[src/rtl/mem_arbiter.sv]
// Arbiter for a processor and a loader/DMA requester sharing one single-port synchronous memory.
// Define MEM_ARB_STATS_EN to enable the 16-bit saturating conflict-cycle counter on 'conflicts'.
module mem_arbiter #(
    parameter int NBITS = 8,
    parameter int BURST = 4
) (
    input  logic             clock,
    input  logic             reset,
    input  logic             p_req,
    input  logic             p_we,
    input  logic [NBITS-3:0] p_addr,
    input  logic [NBITS-1:0] p_wdata,
    output logic             p_gnt,
    output logic             p_rvalid,
    output logic [NBITS-1:0] p_rdata,
    input  logic             d_req,
    input  logic             d_we,
    input  logic [NBITS-3:0] d_addr,
    input  logic [NBITS-1:0] d_wdata,
    output logic             d_gnt,
    output logic             d_rvalid,
    output logic [NBITS-1:0] d_rdata,
    output logic [NBITS-3:0] mem_address,
    output logic [NBITS-1:0] mem_data,
    output logic             mem_wren,
    input  logic [NBITS-1:0] mem_q,
    output logic [15:0]      conflicts
);

    localparam int CW = $clog2(BURST + 1);

    typedef enum logic [1:0] {IDLE, P_OWN, D_OWN} state_t;
    typedef enum logic {OWNER_P, OWNER_D} owner_t;

    state_t        state, state_next;
    owner_t        last_owner, last_owner_next;
    logic [CW-1:0] burst_cnt, burst_next;
    logic          at_limit;

    assign at_limit = (burst_cnt == CW'(BURST));

    // NOTE: sequential state uses non-blocking assignments so every flop samples pre-edge values.
    always_ff @(posedge clock or posedge reset) begin
        if (reset) begin
            state      <= IDLE;
            burst_cnt  <= '0;
            last_owner <= OWNER_D;
            p_rvalid   <= 1'b0;
            d_rvalid   <= 1'b0;
        end else begin
            state      <= state_next;
            burst_cnt  <= burst_next;
            last_owner <= last_owner_next;
            p_rvalid   <= p_gnt & ~p_we;
            d_rvalid   <= d_gnt & ~d_we;
        end
    end

    // NOTE: every output of a combinational block gets a default first, otherwise a latch is inferred.
    always_comb begin
        p_gnt           = 1'b0;
        d_gnt           = 1'b0;
        state_next      = IDLE;
        burst_next      = '0;
        last_owner_next = last_owner;

        // Grants are gated by reset so a held reset can never reach the memory.
        if (!reset) begin
            unique case (state)
                IDLE: begin
                    if (p_req && d_req) begin
                        p_gnt = (last_owner == OWNER_D);
                        d_gnt = (last_owner == OWNER_P);
                    end else begin
                        p_gnt = p_req;
                        d_gnt = d_req;
                    end
                end
                P_OWN: begin
                    if (p_req && !(at_limit && d_req)) p_gnt = 1'b1;
                    else                               d_gnt = d_req;
                end
                D_OWN: begin
                    if (d_req && !(at_limit && p_req)) d_gnt = 1'b1;
                    else                               p_gnt = p_req;
                end
                default: ;
            endcase
        end

        if (p_gnt) begin
            state_next      = P_OWN;
            last_owner_next = OWNER_P;
            if (state == P_OWN) burst_next = at_limit ? burst_cnt : burst_cnt + 1'b1;
            else                burst_next = CW'(1);
        end else if (d_gnt) begin
            state_next      = D_OWN;
            last_owner_next = OWNER_D;
            if (state == D_OWN) burst_next = at_limit ? burst_cnt : burst_cnt + 1'b1;
            else                burst_next = CW'(1);
        end
    end

    always_comb begin
        mem_address = '0;
        mem_data    = '0;
        mem_wren    = 1'b0;
        if (p_gnt) begin
            mem_address = p_addr;
            mem_data    = p_wdata;
            mem_wren    = p_we;
        end else if (d_gnt) begin
            mem_address = d_addr;
            mem_data    = d_wdata;
            mem_wren    = d_we;
        end
    end

    assign p_rdata = mem_q;
    assign d_rdata = mem_q;

`ifdef MEM_ARB_STATS_EN
    logic [15:0] conflict_cnt;

    always_ff @(posedge clock or posedge reset) begin
        if (reset)
            conflict_cnt <= '0;
        else if (p_req && d_req && conflict_cnt != 16'hFFFF)
            conflict_cnt <= conflict_cnt + 16'd1;
    end

    assign conflicts = conflict_cnt;
`else
    assign conflicts = 16'h0000;
`endif

endmodule

[config.mk]
export PLATFORM = sky130hd
export DESIGN_NAME = mem_arbiter
export DESIGN_NICKNAME = d
export VERILOG_FILES = /design/src/rtl/mem_arbiter.sv
export SDC_FILE = /design/constraint.sdc
export NUM_CORES = 1
export LEC_CHECK = 0
export BUFFER_PORTS_ARGS = -buffer_cell sky130_fd_sc_hd__buf_2
export CORE_MARGIN = 2
export CORE_UTILIZATION = 33
export DETAILED_ROUTE_END_ITERATION = 6
export GPL_TIMING_DRIVEN = 0
export HOLD_SLACK_MARGIN = 0.06
export PLACE_DENSITY = 0.77
export SETUP_SLACK_MARGIN = 0.2
export SLEW_MARGIN = 10
export SYNTH_ARGS = -nofsm -noshare
export SYNTH_HDL_FRONTEND = slang
export SYNTH_SLANG_ARGS = --single-unit
[constraint.sdc]
create_clock -name clock -period 1.7 [get_ports clock]
set_input_delay 0.17 -clock clock [delete_from_list [all_inputs] [get_ports clock]]
set_output_delay 0.17 -clock clock [all_outputs]
set_load 0.05 [all_outputs]
# After elaboration in Yosys (flattened, before gate mapping)
# Cells that the tools add are included.
# totals
reg_bits	8
latch_bits	0
mem_bits_rw	0
mem_bits_ro	0
inputBits	42
n_memories	0
# classes
addsub	1
n_mul	0
n_div	0
n_lt_le_gt_ge	0
n_eq_ne	3
shifts	0
muxes	25
bitwise_logic	5
reduce_logical	9
# ops
operator	n
2-to-1 mux 8 bit	2
2-to-1 mux 3 bit	5
2-to-1 mux 1 bit	12
2-to-1 mux 6 bit	2
case mux 1 bit (3 select lines)	2
logical AND 1 bit	5
2-to-1 mux 2 bit	2
adder 3 x 1 -> 3 bit, second input constant	1
== test 3 bit, second input constant	1
NOT 1 bit	3
bitwise AND 1 bit	2
== test 2 x 1 -> 1 bit, second input constant	1
== test 2 bit, second input constant	1
logical NOT 1 bit	2
logical NOT 2 bit	1
nonzero test 2 bit	1

# Longest topological paths before layout
# depth
depth_word	9
depth_mapped	8

# Least setup slack after synthesis
# No wires, ideal clock.
# synth_path
path_type	flip-flop to output port
from	register burst_cnt[0]
to	output mem_address[0]
arrival_time_ps	1973
required_time_ps	1530
setup_slack_ps	-443
path_stages_with_launch	9
n_path_buf	2
path_cell_list	dfrtp_1 -> inv_1 -> ha_1 -> nand3_1 -> nor3_1 -> o31a_1 -> buf_4 -> buf_6 -> a22o_1
# synth_via
elab_chain_cells	9
elab_cells_between_ends	17
classes_between	eq/ne (1); mux (10); reduce/logical (6)
# synth_rtl
item	line_no	source
start: declaration	37	logic [CW-1:0] burst_cnt, burst_next;
start signal: assignment	52	burst_cnt <= burst_next;
== test 3 bit (*)	40	assign at_limit = (burst_cnt == CW'(BURST));
logical AND 1 bit (on tied branches)	84, 80	
logical NOT 1 bit (on tied branches)	84, 80	
logical AND 1 bit (on tied branches)	84, 80	
2-to-1 mux 1 bit (on tied branches)	84, 80	
case mux 1 bit (3 select lines) (*)	69	unique case (state)
2-to-1 mux 1 bit (*)	68	if (!reset) begin
via d_gnt	20	output logic d_gnt,
2-to-1 mux 6 bit (*)	112	end else if (d_gnt) begin
2-to-1 mux 6 bit (*)	108	if (p_gnt) begin
end: declaration	23	output logic [NBITS-3:0] mem_address,
# The timed path passes the listed nets; every way through them passes the cells marked *.

# Worst setup path after layout
# layout_path
from	register burst_cnt[1]
to	output mem_address[1]
# layout_via
elab_chain_cells	9
elab_cells_between_ends	17
classes_between	eq/ne (1); mux (10); reduce/logical (6)
# layout_rtl
item	line_no
== test 3 bit (*)	40
logical AND 1 bit (on tied branches)	84, 80
logical NOT 1 bit (on tied branches)	84, 80
logical AND 1 bit (on tied branches)	84, 80
2-to-1 mux 1 bit (on tied branches)	84, 80
case mux 1 bit (3 select lines)	69
2-to-1 mux 1 bit	68
2-to-1 mux 6 bit	112
2-to-1 mux 6 bit (*)	108
# Mark *: on every way between the ends. The rest lies on a longest branch, timed or not.

==> PnR_summary.wiki <==
{| class="wikitable"
! Metric !! Value
|-
| Last weighted congestion value of the routability-driven placer || 0.881
|-
| Type of the worst setup path || reg2out
|-
| Complex-gate fraction of the synthesized area || about 27%
|-
| CP startpoint || burst_cnt[1]
|-
| Fraction of power spent switching nets || 45.7%
|-
| Violations in the final reports || negative setup slack
|-
| Final antenna-violating net count || 0
|-
| Post-layout net count || 253
|-
| Maximum VDD drop || between 0.0005 and 0.0006 V
|-
| First-pass GRT wire length || 4.00 mm
|-
| Unrepaired setup endpoints after global routing || yes
|-
| Internal power consumption || ~0.64 mW
|-
| Min-Delay Startpoint || p_we
|-
| Synth-to-Final Area Change || 89.7%
|-
| Final Slew Violations || 0
|-
| Number of buffers created by CTS || 3
|-
| Hold/Removal Path Class || in2reg
|-
| Wire length per cell || around 12 microns
|-
| Comb pwr share || 67.7%
|-
| Maximum fanout along the worst path || 6
|-
| Via count || between 1k and 1.5k
|-
| Overall routing resource usage || ~15%
|-
| Summed negative setup slack over all endpoints || -7030 ps
|-
| Largest family of logic cells by synthesized area || buffers and inverters
|-
| Share of final-layout standard cells stronger than drive strength 1 || 71.2%
|-
| Estimated wirelength of the detail-placed design || 2.01 mm
|-
| Simple-gate area share of the yosys netlist || 12.6%
|-
| Library cells used by synthesis || 31
|-
| Minimum setup slack among reg-to-reg paths || -40 ps
|-
| Crit path DAT || 1970 ps
|-
| Worst clock skew on the final layout || 8.46 ps
|-
| N_diodes || 0
|-
| RR Startpoint || burst_cnt[1]
|-
| Mean cell area of the mapped netlist || 8.91 sq um
|-
| Synth Register Bits || 8
|-
| Multiplexer share of the synthesized area || 1.17%
|-
| Clock network fraction of design power || between 10% and 20%
|-
| CTS clk-pin slew, worst paths || 60 ps
|-
| Portion of the clock cycle consumed by the worst path in the final layout || 126%
|-
| Highest clock frequency the design can meet || 0.466 GHz
|-
| Post-Syn Instances || 108
|-
| Kind of start point of the critical path || flip-flop
|-
| Total wire length after detailed routing || 2.86 mm
|-
| Final setup violation count || 19
|-
| Clock Path Buffers || 2
|-
| Seq. cell area || 201 sq um
|-
| DRC viols || 0
|-
| Synthesis warning total || 0
|-
| Power density of the placed cells || between 600 and 700 nW/um^2
|-
| Share of total power in sequential cells || a little under a fifth
|-
| Fraction of the yosys area taken by sequential cells || between 20% and 30%
|-
| 1st-pass router iterations || 4
|-
| Total Power || between 1 and 1.5 mW
|-
| Width of the chip || between 50 and 60 microns
|-
| CTS root buf || sky130_fd_sc_hd__clkbuf_4
|-
| Status || finished with violations
|-
| Synthesized-area fraction occupied by adder cells || 2.60%
|-
| Vertical extent of the die || 58.0 microns
|-
| Hold violation count in the final report || 0
|-
| CTS tree || built
|-
| Sw Pwr || 0.535 mW
|-
| Starting Density || between 30% and 40%
|-
| Combined area of the multi-input logic cells || 601 sq um
|-
| Leakage power || 1.01 nW
|-
| Share of the synthesized netlist area taken by xor and xnor gates || 0.910%
|-
| Pin count of the biggest net entering global routing || 11
|-
| PortBufs || 68
|-
| Overall die area || 3360 sq um
|-
| Number of maximum-capacitance violations || 0
|-
| Num Clock Sinks || 8
|-
| Area of the mapped netlist || around 960 sq um
|-
| CORE AREA || ~2800 sq um
|-
| Fillers || 234
|-
| Worst-Skew Late Latency || 260 ps
|-
| Category of the worst setup path capture point || primary output
|-
| Crit path time final || 2140 ps
|-
| IO Pins || 93
|-
| Worst path setup slack after routing || -445 ps
|-
| Cell row count || 19
|-
| Number of global-route vias before repair || 960
|-
| Ratio of routed vias to standard cells || 4.56
|-
| Hold slack || 65.3 ps
|-
| Placed cells || 222
|-
| CTS H-Tree Depth || 1
|-
| DR iter-0 viols || 12
|-
| Non-filler instance count after layout || between 200 and 250
|-
| Antenna violations before repair || 0
|-
| Critical path required time || 1530 ps
|-
| Sum of overflow across all layers after global routing || 0
|}
## critical path, cell delays in order (launching register included)
cell	delay, ps
sky130_fd_sc_hd__dfrtp_1	390
sky130_fd_sc_hd__inv_2	70
sky130_fd_sc_hd__ha_4	170
sky130_fd_sc_hd__nand3_2	80
sky130_fd_sc_hd__a21bo_2	200
sky130_fd_sc_hd__and4_4	170
sky130_fd_sc_hd__buf_8	130
sky130_fd_sc_hd__clkbuf_16	140
sky130_fd_sc_hd__a22o_4	210
sky130_fd_sc_hd__buf_6	150
## logic make-up after synthesis
family,after synthesis
mux,1
flops,8
simple gates,18
fa+ha+maj,2
compound gates,33
buf+inv,44
xor+xnor,1
other cells,1
## cell usage after synthesis, drive strengths merged
master / instances / area (sq um)
a21bo: 1 / 10.0
a21oi: 4 / 20.0
a22o: 16 / 140
a2bb2oi: 1 / 8.76
a31oi: 3 / 18.8
and2: 1 / 6.26
and2b: 2 / 15.0
and3: 1 / 6.26
and4: 1 / 11.3
buf: 39 / 308
conb: 1 / 3.75
dfrtp: 7 / 175
dfstp: 1 / 26.3
ha: 2 / 25.0
inv: 5 / 18.8
mux2: 1 / 11.3
nand2: 3 / 11.3
nand2b: 2 / 12.5
nand3: 2 / 10.0
nand3b: 3 / 22.5
nor2b: 1 / 6.26
nor3: 1 / 5.00
nor4b: 1 / 15.0
o211a: 2 / 20.0
o21a: 1 / 7.51
o21ai: 1 / 5.00
o21bai: 1 / 7.51
o22a: 1 / 8.76
o31a: 2 / 17.5
xnor2: 1 / 8.76
## layout by cell type, fill, tap and decap left out, drive strengths merged, types with 2 or more instances in the layout
cell and n:
o211a 2, a21oi 4, a31oi 3, ha 2
a22o 16, nand3b 3, buf 117, dlygate4sd3 2
nand2 3, o31a 2, nand3 2, nand2b 2
inv 5, and2b 2, dfrtp 7, conb 16
clkbuf 5
## worst paths after layout
kind | to | depth (start not counted)
min in group asynchronous | burst_cnt[2] | 3
max reg2reg | last_owner | 9
max in group asynchronous | state[1] | 3
max | mem_address[1] | 9
min reg2reg | burst_cnt[0] | 2
min | p_rvalid | 2
## layer usage
layer	vias to the layer above	routed length, microns	global-route usage, %
li1	535	-	-
met1	484	1010	17.9
met2	67	1530	27.9
met3	4	292	3.79
met4	0	25	2.99
met5	-	0	0
## what timing repair did
item / CTS / global route
endpoints found under the setup margin: 22 / 22
cloned: 0 / 1
setup buffers: 8 / 2
endpoints found under the hold margin: 7 / 0
pin swaps: 2 / 2
resized for setup: 47 / 1
hold buffers: 2 / 0
## power by group through the flow
stage	Clock [mW]	Combinational [mW]	Sequential, mW
after global routing	0.176	0.828	0.219
after floorplan	0	0.522	0.232
after global placement	0	0.641	0.227
after detailed placement	0	0.647	0.228
final	0.160	0.792	0.218
after CTS	0.159	0.767	0.218
## layout make-up
type | instances | area share (%)
Timing Repair Buffer | 81 | 33.2
Multi-Input combinational cell | 71 | 32.9
Buffer | 39 | 18.2
Sequential cell | 8 | 11.0
Tap cell | 31 | 2.12
Clock buffer | 4 | 1.44
Inverter | 5 | 1.03
## stage by stage
stage               area, sq um  setup WS (ps)  util [%]
detailed placement         1510           -307      54.9
global route               1830           -507      66.2
global placement           1510           -294      54.9
floorplan                  1130          -74.9         -
CTS                        1770           -438      64.2
finish                     1830           -445      66.2
## flip-flops by register name, indices dropped and copies added (netlist names)
register / count
burst_cnt: 3
state: 2
d_rvalid: 1
last_owner: 1
p_rvalid: 1
Power figures use the tool's default switching activity.
